===== src/rtl/gray_bcd_digit_assembler_if.sv =====
// Handshake bundle for the Gray-in / packed-BCD-out digit assembler.
// master drives digits and consumes words; slave is the assembler itself.
interface gray_bcd_digit_assembler_if #(
    parameter int DIGITS = 4
);
    logic [3:0]          in_gray;
    logic                in_valid;
    logic                in_ready;
    logic [4*DIGITS-1:0] out_bcd;
    logic [DIGITS-1:0]   out_bad;
    logic                out_adj_err;
    logic                out_valid;
    logic                out_ready;

    modport master (
        output in_gray, in_valid, out_ready,
        input  in_ready, out_bcd, out_bad, out_adj_err, out_valid
    );

    modport slave (
        input  in_gray, in_valid, out_ready,
        output in_ready, out_bcd, out_bad, out_adj_err, out_valid
    );
endinterface


===== src/rtl/gray_bcd_digit_assembler.sv =====
// Collects DIGITS Gray-coded nibbles, decodes them to binary and presents the
// packed word with per-digit >9 flags and a Gray-adjacency error flag.
module gray_bcd_digit_assembler #(
    parameter int DIGITS    = 4,
    parameter int CHECK_ADJ = 1
) (
    input  logic                        clk,
    input  logic                        rst,
    gray_bcd_digit_assembler_if.slave   bus
);
    localparam int W  = 4 * DIGITS;
    localparam int CW = $clog2(DIGITS + 1);

    typedef enum logic {ACCUM, HOLD} state_t;

    state_t              state_q,   state_d;
    logic [CW-1:0]       cnt_q,     cnt_d;
    logic [W-1:0]        asm_q,     asm_d;
    logic [DIGITS-1:0]   bad_q,     bad_d;
    logic                adj_q,     adj_d;
    logic [3:0]          prev_q,    prev_d;
    logic [W-1:0]        out_bcd_q, out_bcd_d;
    logic [DIGITS-1:0]   out_bad_q, out_bad_d;
    logic                out_adj_q, out_adj_d;

    logic [3:0]          bin;
    logic [3:0]          diff;
    logic                adj_hit;
    logic                hs;
    logic [W-1:0]        asm_shift;
    logic [DIGITS-1:0]   bad_shift;

    always_comb begin
        bin[3] = bus.in_gray[3];
        bin[2] = bin[3] ^ bus.in_gray[2];
        bin[1] = bin[2] ^ bus.in_gray[1];
        bin[0] = bin[1] ^ bus.in_gray[0];

        // The first digit of a word has no predecessor, so it is never checked.
        diff    = prev_q ^ bus.in_gray;
        adj_hit = (CHECK_ADJ != 0) && (cnt_q != '0) &&
                  !((diff != 4'd0) && ((diff & (diff - 4'd1)) == 4'd0));

        hs        = (state_q == ACCUM) && bus.in_valid;
        asm_shift = (asm_q << 4) | W'(bin);
        bad_shift = (bad_q << 1) | DIGITS'(bin > 4'd9);

        state_d   = state_q;
        cnt_d     = cnt_q;
        asm_d     = asm_q;
        bad_d     = bad_q;
        adj_d     = adj_q;
        prev_d    = prev_q;
        out_bcd_d = out_bcd_q;
        out_bad_d = out_bad_q;
        out_adj_d = out_adj_q;

        case (state_q)
            ACCUM: begin
                if (hs) begin
                    prev_d = bus.in_gray;
                    if (cnt_q == CW'(DIGITS - 1)) begin
                        out_bcd_d = asm_shift;
                        out_bad_d = bad_shift;
                        out_adj_d = adj_q | adj_hit;
                        asm_d     = '0;
                        bad_d     = '0;
                        adj_d     = 1'b0;
                        cnt_d     = '0;
                        state_d   = HOLD;
                    end else begin
                        asm_d = asm_shift;
                        bad_d = bad_shift;
                        adj_d = adj_q | adj_hit;
                        cnt_d = cnt_q + CW'(1);
                    end
                end
            end
            HOLD: begin
                // Word stays frozen until taken; out_bcd is left as the last word.
                if (bus.out_ready) begin
                    out_bad_d = '0;
                    out_adj_d = 1'b0;
                    state_d   = ACCUM;
                end
            end
            default: state_d = ACCUM;
        endcase
    end

    always_ff @(posedge clk) begin
        if (rst) begin
            state_q   <= ACCUM;
            cnt_q     <= '0;
            asm_q     <= '0;
            bad_q     <= '0;
            adj_q     <= 1'b0;
            prev_q    <= 4'd0;
            out_bcd_q <= '0;
            out_bad_q <= '0;
            out_adj_q <= 1'b0;
        end else begin
            state_q   <= state_d;
            cnt_q     <= cnt_d;
            asm_q     <= asm_d;
            bad_q     <= bad_d;
            adj_q     <= adj_d;
            prev_q    <= prev_d;
            out_bcd_q <= out_bcd_d;
            out_bad_q <= out_bad_d;
            out_adj_q <= out_adj_d;
        end
    end

    assign bus.in_ready    = (state_q == ACCUM) && !rst;
    assign bus.out_valid   = (state_q == HOLD);
    assign bus.out_bcd     = out_bcd_q;
    assign bus.out_bad     = out_bad_q;
    assign bus.out_adj_err = out_adj_q;
endmodule


===== src/flat_wrapper.sv =====
// flat-port wrapper written by rule: the top's interface ports become plain ports
module gray_bcd_digit_assembler_flat 
#(
    parameter int DIGITS    = 4,
    parameter int CHECK_ADJ = 1
)
  (clk, rst, bus_in_gray, bus_in_valid, bus_out_ready, bus_in_ready, bus_out_bcd, bus_out_bad, bus_out_adj_err, bus_out_valid);
  gray_bcd_digit_assembler_if #(.DIGITS(DIGITS)) bus_i ();
  input  logic clk;
  input  logic rst;
  input wire logic [$bits(bus_i.in_gray)-1:0] bus_in_gray;
  input wire logic [$bits(bus_i.in_valid)-1:0] bus_in_valid;
  input wire logic [$bits(bus_i.out_ready)-1:0] bus_out_ready;
  output wire logic [$bits(bus_i.in_ready)-1:0] bus_in_ready;
  output wire logic [$bits(bus_i.out_bcd)-1:0] bus_out_bcd;
  output wire logic [$bits(bus_i.out_bad)-1:0] bus_out_bad;
  output wire logic [$bits(bus_i.out_adj_err)-1:0] bus_out_adj_err;
  output wire logic [$bits(bus_i.out_valid)-1:0] bus_out_valid;
  assign bus_i.in_gray = bus_in_gray;
  assign bus_i.in_valid = bus_in_valid;
  assign bus_i.out_ready = bus_out_ready;
  assign bus_in_ready = bus_i.in_ready;
  assign bus_out_bcd = bus_i.out_bcd;
  assign bus_out_bad = bus_i.out_bad;
  assign bus_out_adj_err = bus_i.out_adj_err;
  assign bus_out_valid = bus_i.out_valid;
  gray_bcd_digit_assembler #(.DIGITS(DIGITS), .CHECK_ADJ(CHECK_ADJ)) u_core (.clk(clk), .rst(rst), .bus(bus_i));
endmodule

===== config.mk =====
export PLATFORM = sky130hd
export DESIGN_NAME = gray_bcd_digit_assembler_flat
export DESIGN_NICKNAME = d
export VERILOG_FILES = /design/src/rtl/gray_bcd_digit_assembler_if.sv /design/src/rtl/gray_bcd_digit_assembler.sv /design/src/flat_wrapper.sv
export SDC_FILE = /design/constraint.sdc
export NUM_CORES = 1
export LEC_CHECK = 0
export ABC_AREA = 1
export BUFFER_PORTS_ARGS = -buffer_cell sky130_fd_sc_hd__buf_4
export CAP_MARGIN = 40
export CORE_MARGIN = 3
export CORE_UTILIZATION = 59
export DETAILED_ROUTE_END_ITERATION = 12
export GPL_ROUTABILITY_DRIVEN = 1
export GPL_TIMING_DRIVEN = 0
export PLACE_DENSITY_LB_ADDON = 0.15
export SLEW_MARGIN = 20
export SYNTH_ARGS = -nofsm -noshare
export SYNTH_HDL_FRONTEND = slang
export SYNTH_SLANG_ARGS = --single-unit

===== constraint.sdc =====
create_clock -name clk -period 2.2 [get_ports clk]
set_input_delay 0.22 -clock clk [delete_from_list [all_inputs] [get_ports clk]]
set_output_delay 0.22 -clock clk [all_outputs]
set_load 0.05 [all_outputs]

==> results of run 1 <==
sequential cells by signal (all words and copies together), names as in the netlist:
| register | cells |
|---|---|
| u_core.bus.out_bcd | 16 |
| u_core.asm_q | 12 |
| u_core.bus.out_bad | 4 |
| u_core.prev_q | 4 |
| u_core.bad_q | 3 |
| u_core.cnt_q | 3 |
| u_core.adj_q | 1 |
| u_core.bus.out_adj_err | 1 |
| u_core.bus.out_valid | 1 |
layout make-up:
class                   count  area, sq um
plain buffers              11        71.32
clock buffers               7        55.05
clock inverters             1        30.03
fillers                   235        641.9
inverters                  21        78.83
multi-input cells         180        852.1
flip-flops and latches     45        900.9
well taps                  42        52.55
repair buffers             29        217.7
worst max path at each step:
stage | end | slack, ns | depth (start not counted)
after floorplan | u_core.bad_q[0]$_SDFFE_PP0P_ | 0.69 | 10
after global placement | u_core.bad_q[0]$_SDFFE_PP0P_ | 0.39 | 11
after detailed placement | u_core.bad_q[0]$_SDFFE_PP0P_ | 0.38 | 11
after CTS | u_core.bus.out_bcd[14]$_SDFFE_PP0P_ | 0.69 | 7
after global routing | u_core.bad_q[0]$_SDFFE_PP0P_ | 0.58 | 11
final | u_core.bus.out_bcd[14]$_SDFFE_PP0P_ | 0.70 | 7
stage by stage:
step	cells	worst slack [ns]	hold slack [ns]	util, %
final	336	0.7022	0.1609	77.87
after global routing	336	0.5831	0.1624	77.87
after CTS	336	0.6941	0.1546	77.87
after detailed placement	328	0.3811	0.4529	74.94
after global placement	328	0.3900	0.4461	74.94
after floorplan	257	0.6938	0.3635	-
cells in the final DEF, fill, tap and decap left out, drive strengths merged:
cell type	instances
a21oi	32
clkbuf	10
buf	37
nand2	82
ha	6
inv	21
xnor2	1
bufinv	1
nand3	3
o21ai	18
nor2	36
dfxtp	45
a211oi	1
and3	1
worst max-delay path: stages (launching register included):
cell and delay [ns]:
dfxtp_1 0.40, ha_1 0.28, nand2_2 0.13, nor2_8 0.18, inv_2 0.09, buf_6 0.15
nor2_1 0.11, nor2_1 0.06
routing by layer:
metal	up-vias	track usage, %
li1	880	-
met1	778	27.60
met2	45	36.48
met3	7	5.755
met4	0	7.989
met5	-	0
kinds of logic (layout without fill, tap and decap cells):
kind of cell	after synthesis	in the layout	synth area share, %
adders and majority gates	6	6	3.945
buffers and inverters	32	69	7.889
DFF	45	45	47.34
and+or+nand+nor	122	122	25.84
xor gates and xnor gates	1	1	0.4603
AOI/OAI and AO/OA	51	51	14.53
where the power goes:
part / leakage (uW) / internal (uW) / switching (uW)
sequential: 0.000365 / 842 / 19.4
clock: 0.0000455 / 272 / 245
combinational: 0.000662 / 68.6 / 130
==> results by group, run 1 <==
Clock tree
  • TritonCTS buffer count: 5
  • CTS sink count: 45
  • Post-CTS Hold Buffers: 0
  • CTS clk-pin slew, worst paths: between 0.1 and 0.15 ns
  • Clk root buf: clkbuf_4
  • H-tree Lvls: 2
  • Number of setup buffers added after CTS: 0
  • CTS tree: yes
  • Worst-skew pair later-pin latency: around 0.34 ns
  • Longest Clk Path Bufs: 2
  • Post-CTS sizing: 0

STA
  • Period utilisation layout: around 68%
  • Final Max Tran Viols: 0
  • Tightest Pin Transition: about 0.5 ns
  • Setup tns final: 0 ns
  • Hold Violations, Final: 0
  • Slew HR: 65.67%
  • Final setup viols: 0
  • Period minus WS final: between 1 and 1.5 ns
  • Clock Skew: between 0.006 and 0.007 ns
  • RSZ-0062 raised after global routing: false
  • Fmax: 667.6 MHz

Synthesis
  • Synth Area per Inst: approximately 7.4 sq um
  • Sequential area share after synthesis: about 47%
  • Post-synth top cells: 80 x nand2_1, 45 x dfxtp_1, 35 x nor2_1
  • Synth warn: 0
  • Ranking of synthesized cells by area: dfxtp_1 47%, nand2_1 16%, a21oi_1 7.6%
  • Synth Flop Type: dfxtp_1
  • Yosys reg bits: 45
  • Number of synthesized flops with an enable pin: 0
  • FFs w/ async S/R, synth: 0%
  • Cell area after synthesis: 1903 sq um
  • Mapped Cells: roughly 260
  • Largest area contributor in the netlist: dfxtp_1
  • Post-Syn Nets: ~270
  • Most numerous cell in the Yosys netlist: nand2_1
  • Yosys top cell area share: between 40% and 50%
  • Synth unique cells: 22

Die
  • Initial Utilization: around two thirds
  • Die Wd: approximately 63 um
  • Row count: 19
  • Die Span Y: between 60 and 70 um
  • # IOs: 31
  • Core Area: between 2000 and 3000 sq um
  • Die footprint: slightly below 4000 sq um

Setup path
  • CP arrival: about 1.8 ns
  • Worst R2R Start: u_core.cnt_q[0]$_SDFFE_PP0P_
  • Crit end category: flip-flop
  • FF-to-FF setup slack: roughly 0.70 ns
  • Reg-to-Reg End: u_core.bus.out_bcd[14]$_SDFFE_PP0P_
  • CP Launch Type: flip-flop
  • Critical path origin: u_core.cnt_q[0]$_SDFFE_PP0P_
  • FF-to-FF path depth: 7
  • Crit Path Max Fanout: 10
  • CP Class: flip-flop to flip-flop
  • Req. time, crit path: 2.45 ns

Outcome
  • Status: finished clean

Placed design
  • Area after DPL: between 2000 and 2500 sq um
  • Number of buffers inserted by port buffering: 29
  • GP Congestion: a little over 0.8
  • DP Wirelength: 2.901 mm

Drt
  • Met3 WL: 254 um
  • ANT nets after route: 0
  • Via-per-instance ratio: 5.089
  • Drt first pass iters: 4
  • M1 WL: 1.867 mm
  • WL met2: approximately 1.9 mm
  • # DRC: 0
  • Max Used Layer: met4
  • Wire per inst: 12.10 um
  • DR vias: 1710
  • Detailed-route wire length: 4.067 mm
  • Initial drt markers: just under 90

GRT
  • Vias in the first global route: 1600
  • GR Util All Layers: 22.05%
  • Initial antenna violation count: 0
  • First-pass GRT wire length: a little under 7 mm
  • Largest net degree at the start of global routing: 14
  • Gr ovfl total: 0

Worst hold path
  • Hold Path Depth: 2
  • Hold Path Class: primary input to flip-flop
  • HP Start: rst
  • Hold-critical path endpoint: u_core.bus.out_adj_err$_SDFFE_PP0P_

Layout
  • Area delta synth->final: 18.67%
  • Post-route cell area: about 2300 sq um
  • Share of cells above drive strength 1: a little under a fifth
  • Fin nets: around 310
  • Antenna Cells: 0

Power
  • Cell Pwr Density: ~700 nW/um^2
  • Max VDD drop: slightly above 0.5 mV
  • Leak: ~0.0011 uW
  • Power Total: 1577 uW

Job
  • Max-cap viol count: 0
(Power assumes the default switching activity.)
==> run 2, diff against run 1 <==
--- a/config.mk
+++ b/config.mk
@@ -5,11 +5,11 @@
 export SDC_FILE = /design/constraint.sdc
 export NUM_CORES = 1
 export LEC_CHECK = 0
-export ABC_AREA = 1
+export ABC_AREA = 0
 export BUFFER_PORTS_ARGS = -buffer_cell sky130_fd_sc_hd__buf_4
 export CAP_MARGIN = 40
 export CORE_MARGIN = 3
-export CORE_UTILIZATION = 59
+export CORE_UTILIZATION = 54
 export DETAILED_ROUTE_END_ITERATION = 12
 export GPL_ROUTABILITY_DRIVEN = 1
 export GPL_TIMING_DRIVEN = 0
==> constraint.sdc (replaced) <==
create_clock -name clk -period 1.4 [get_ports clk]
set_input_delay 0.14 -clock clk [delete_from_list [all_inputs] [get_ports clk]]
set_output_delay 0.14 -clock clk [all_outputs]
set_load 0.05 [all_outputs]
==> run 2 against run 1 <==
  * Routed wire length is 6.0% lower
  * Clock power is 60% higher
  * Synthesized cell count is 18% lower
  * Synthesized area is 6.6% lower
  * Largest power group unchanged
  * Clock skew is 0.0015 ns higher
==> results by group, run 2 <==
Clock tree
  • CTS sink count: 45 (unchanged)
  • CTS tree: yes
  • Worst-skew pair later-pin latency: 0.36 ns (+0.02 ns)
  • H-tree Lvls: 2 (unchanged)
  • Number of setup buffers added after CTS: 0 (unchanged)
  • TritonCTS buffer count: 5 (unchanged)
  • Longest Clk Path Bufs: 2 (unchanged)
  • CTS clk-pin slew, worst paths: 0.12 ns (about the same)
  • Clk root buf: clkbuf_4

Setup path
  • Req. time, crit path: 1.63 ns (-0.82 ns)
  • Worst path cell trace: nor2b_1 -> buf_2 -> nand2_1 -> buf_4 -> nand2_1 -> a21oi_1
  • Critical path's top delay family: buffers and inverters
  • CP arrival: 1.55 ns (-0.20 ns)
  • Worst path max stage delay: 0.39 ns (about the same)
  • CP Launch Type: flip-flop
  • CP Class: flip-flop to flip-flop
  • Most used cell, CP: nand2_1
  • Buf+Inv Stages, Crit Path: 2 (unchanged)
  • Crit end category: flip-flop
  • Crit Path Max Fanout: 10 (unchanged)
  • Slowest-stage cell, CP: dfxtp_2

Job
  • Max-cap viol count: 0 (unchanged)

STA
  • Final Max Tran Viols: 0 (unchanged)
  • Period utilisation layout: 94.04% (+26 points)
  • Final setup viols: 0 (unchanged)
  • Final worst slack: 0.08351 ns (-0.6187 ns)
  • Period minus WS final: 1.316 ns (-0.1813 ns)
  • Setup tns final: 0 ns (unchanged)
  • Slew HR: 67.93% (+2.3 points)
  • Fmax: 759.6 MHz (+14%)
  • Tightest Pin Transition: 0.4810 ns (-0.03391 ns)
  • Clock Skew: 0.008001 ns (+0.001467 ns)
  • Min Hold Slack: 0.04182 ns (-0.1190 ns)
  • Hold Violations, Final: 0 (unchanged)

Synthesis
  • Synth Area per Inst: 8.466 sq um (+14%)
  • Cell area after synthesis: 1778 sq um (-6.6%)
  • Most numerous cell in the Yosys netlist: nand2_1
  • Largest area contributor in the netlist: dfxtp_1
  • Yosys top cell area share: 50.67% (+3.3 points)
  • FFs w/ async S/R, synth: 0% (unchanged)
  • Ranking of synthesized cells by area: dfxtp_1 51%, nand2_1 9.7%, a21oi_1 7.6%
  • Synth warn: 0 (unchanged)
  • Mapped Cells: 210 (-18%)
  • Number of synthesized flops with an enable pin: 0 (unchanged)
  • Synth unique cells: 24 (+9.1%)
  • Synth Flop Type: dfxtp_1
  • Yosys reg bits: 45 (unchanged)
  • Sequential area share after synthesis: 50.67% (+3.3 points)
  • Post-synth top cells: 46 x nand2_1, 45 x dfxtp_1, 27 x a21oi_1
  • Post-Syn Nets: 224 (-17%)

Layout
  • Area delta synth->final: 26.04%
  • Antenna Cells: 0 (unchanged)
  • Commonest non-fill, non-tap cell in the layout: nand2_1
  • Most frequent cells in the layout: 46 x nand2_1, 42 x dfxtp_1, 33 x buf_4
  • Post-route cell area: 2241 sq um (-0.78%)
  • # fillers: 283 (+20%)
  • Share of cells above drive strength 1: 23.89% (+5.9 points)
  • Fin nets: 260 (-15%)
  • Max reg flops: 16 (unchanged)

GRT
  • First-pass GRT wire length: 6.430 mm (-7.6%)
  • Largest net degree at the start of global routing: 14 (unchanged)
  • Vias in the first global route: 1446 (-9.6%)
  • GR Util All Layers: 20.10% (-2.0 points)
  • Initial antenna violation count: 0 (unchanged)
  • Gr ovfl total: 0 (unchanged)

Die
  • # IOs: 31 (unchanged)
  • Die footprint: 4017 sq um (+1.9%)
  • Core Area: 3103 sq um (+7.0%)
  • Die Span Y: 63.38 um (+0.93%)
  • Row count: 20 (+1)
  • Initial Utilization: 57.30% (-8.3 points)
  • Die Wd: 63.38 um (+0.93%)

Drt
  • # DRC: 0 (unchanged)
  • DR vias: 1532 (-10%)
  • Drt first pass iters: 4 (unchanged)
  • Wire per inst: 13.13 um (+8.5%)
  • Initial drt markers: 61 (-31%)
  • Via-per-instance ratio: 5.265 (+3.4%)
  • ANT nets after route: 0 (unchanged)
  • Detailed-route wire length: 3.822 mm (-6.0%)

Power
  • Cell Pwr Density: 1091 nW/um^2 (+56%)
  • Power Total: 2446 uW (+55%)
  • Max VDD drop: 0.7232 mV (+41%)
  • Leak: 0.0008670 uW (-19%)

Worst hold path
  • Hold Path Class: primary input to flip-flop

Placed design
  • Pre-CTS WS: -0.2994 ns (-0.6806 ns)
  • Number of buffers inserted by port buffering: 29 (unchanged)
  • GP Congestion: 0.8330 (+1.6%)
  • Area after DPL: 2072 sq um (-4.7%)
  • DP Wirelength: 2.704 mm (-6.8%)

Outcome
  • Status: finished clean
[run 2: cell families (layout without fill, tap and decap cells)]
kind of cell               after synthesis  count (layout)  synth area share (%)
and+or+nand+nor                         83              83                 19.92
xor gates and xnor gates                 7               7                 3.448
buffers and inverters                   19              56                 4.574
adders and majority gates                6               6                 4.222
DFF                                     45              45                 50.67
AOI/OAI and AO/OA                       50              50                 17.17
[run 2: path summary, 6_finish.rpt]
path                                                           from                             endpoint  slack, ns  cells after the start
worst min-delay path                                  bus_out_ready      u_core.bus.out_valid$_SDFF_PP0_       0.04                      3
worst max register to register      u_core.bus.out_valid$_SDFF_PP0_   u_core.bus.out_bcd[6]$_SDFFE_PP0P_       0.08                      6
worst max-delay path                u_core.bus.out_valid$_SDFF_PP0_   u_core.bus.out_bcd[6]$_SDFFE_PP0P_       0.08                      6
worst min register to register  u_core.bus.out_bcd[13]$_SDFFE_PP0P_  u_core.bus.out_bcd[13]$_SDFFE_PP0P_       0.47                      2
[run 2: worst min-delay path, delay by kind of cell]
kind                   cells  cell delay [ns]
AO/OA/AOI/OAI              1             0.06
buffers and inverters      1             0.08
AND/OR/NAND/NOR            1             0.09
[run 2: area by class of cell]
cell class | count | area, sq um | area share [%]
buffer | 13 | 76.32 | 3.406
clock buffer | 7 | 55.05 | 2.457
clock inverter | 1 | 30.03 | 1.340
inverter | 6 | 22.52 | 1.005
multi-input combinational | 146 | 879.6 | 39.25
sequential | 45 | 904.6 | 40.37
tap | 44 | 55.05 | 2.457
timing repair buffer | 29 | 217.7 | 9.715
[run 2: power by group]
group	total [uW]	switching (uW)	internal (uW)
combinational	271	156	115
clock	828	402	427
sequential	1350	30.0	1320
total	2450	588	1860
[run 2: metal layers]
layer	global-route usage [%]	vias to the layer above	wire length, um
met4	7.547	0	89
met1	24.02	710	1694
met3	5.348	13	171
met5	0	-	0
li1	-	772	-
met2	34.29	37	1867
[run 2: what timing repair did]
| action | 4_1_cts | 5_1_grt |
|---|---|---|
| endpoints found under the setup margin | 29 | 34 |
| pin swaps | 0 | 1 |
| hold buffers | 0 | 0 |
| gates resized for setup | 2 | 24 |
[run 2: per-stage QoR]
| stage | utilization [%] | instances |
|---|---|---|
| 2_1_floorplan | - | 210 |
| 5_1_grt | 72.22 | 291 |
| 3_3_place_gp | 66.77 | 283 |
| 4_1_cts | 69.68 | 291 |
| 6_report | 72.22 | 291 |
| 3_5_place_dp | 66.77 | 283 |
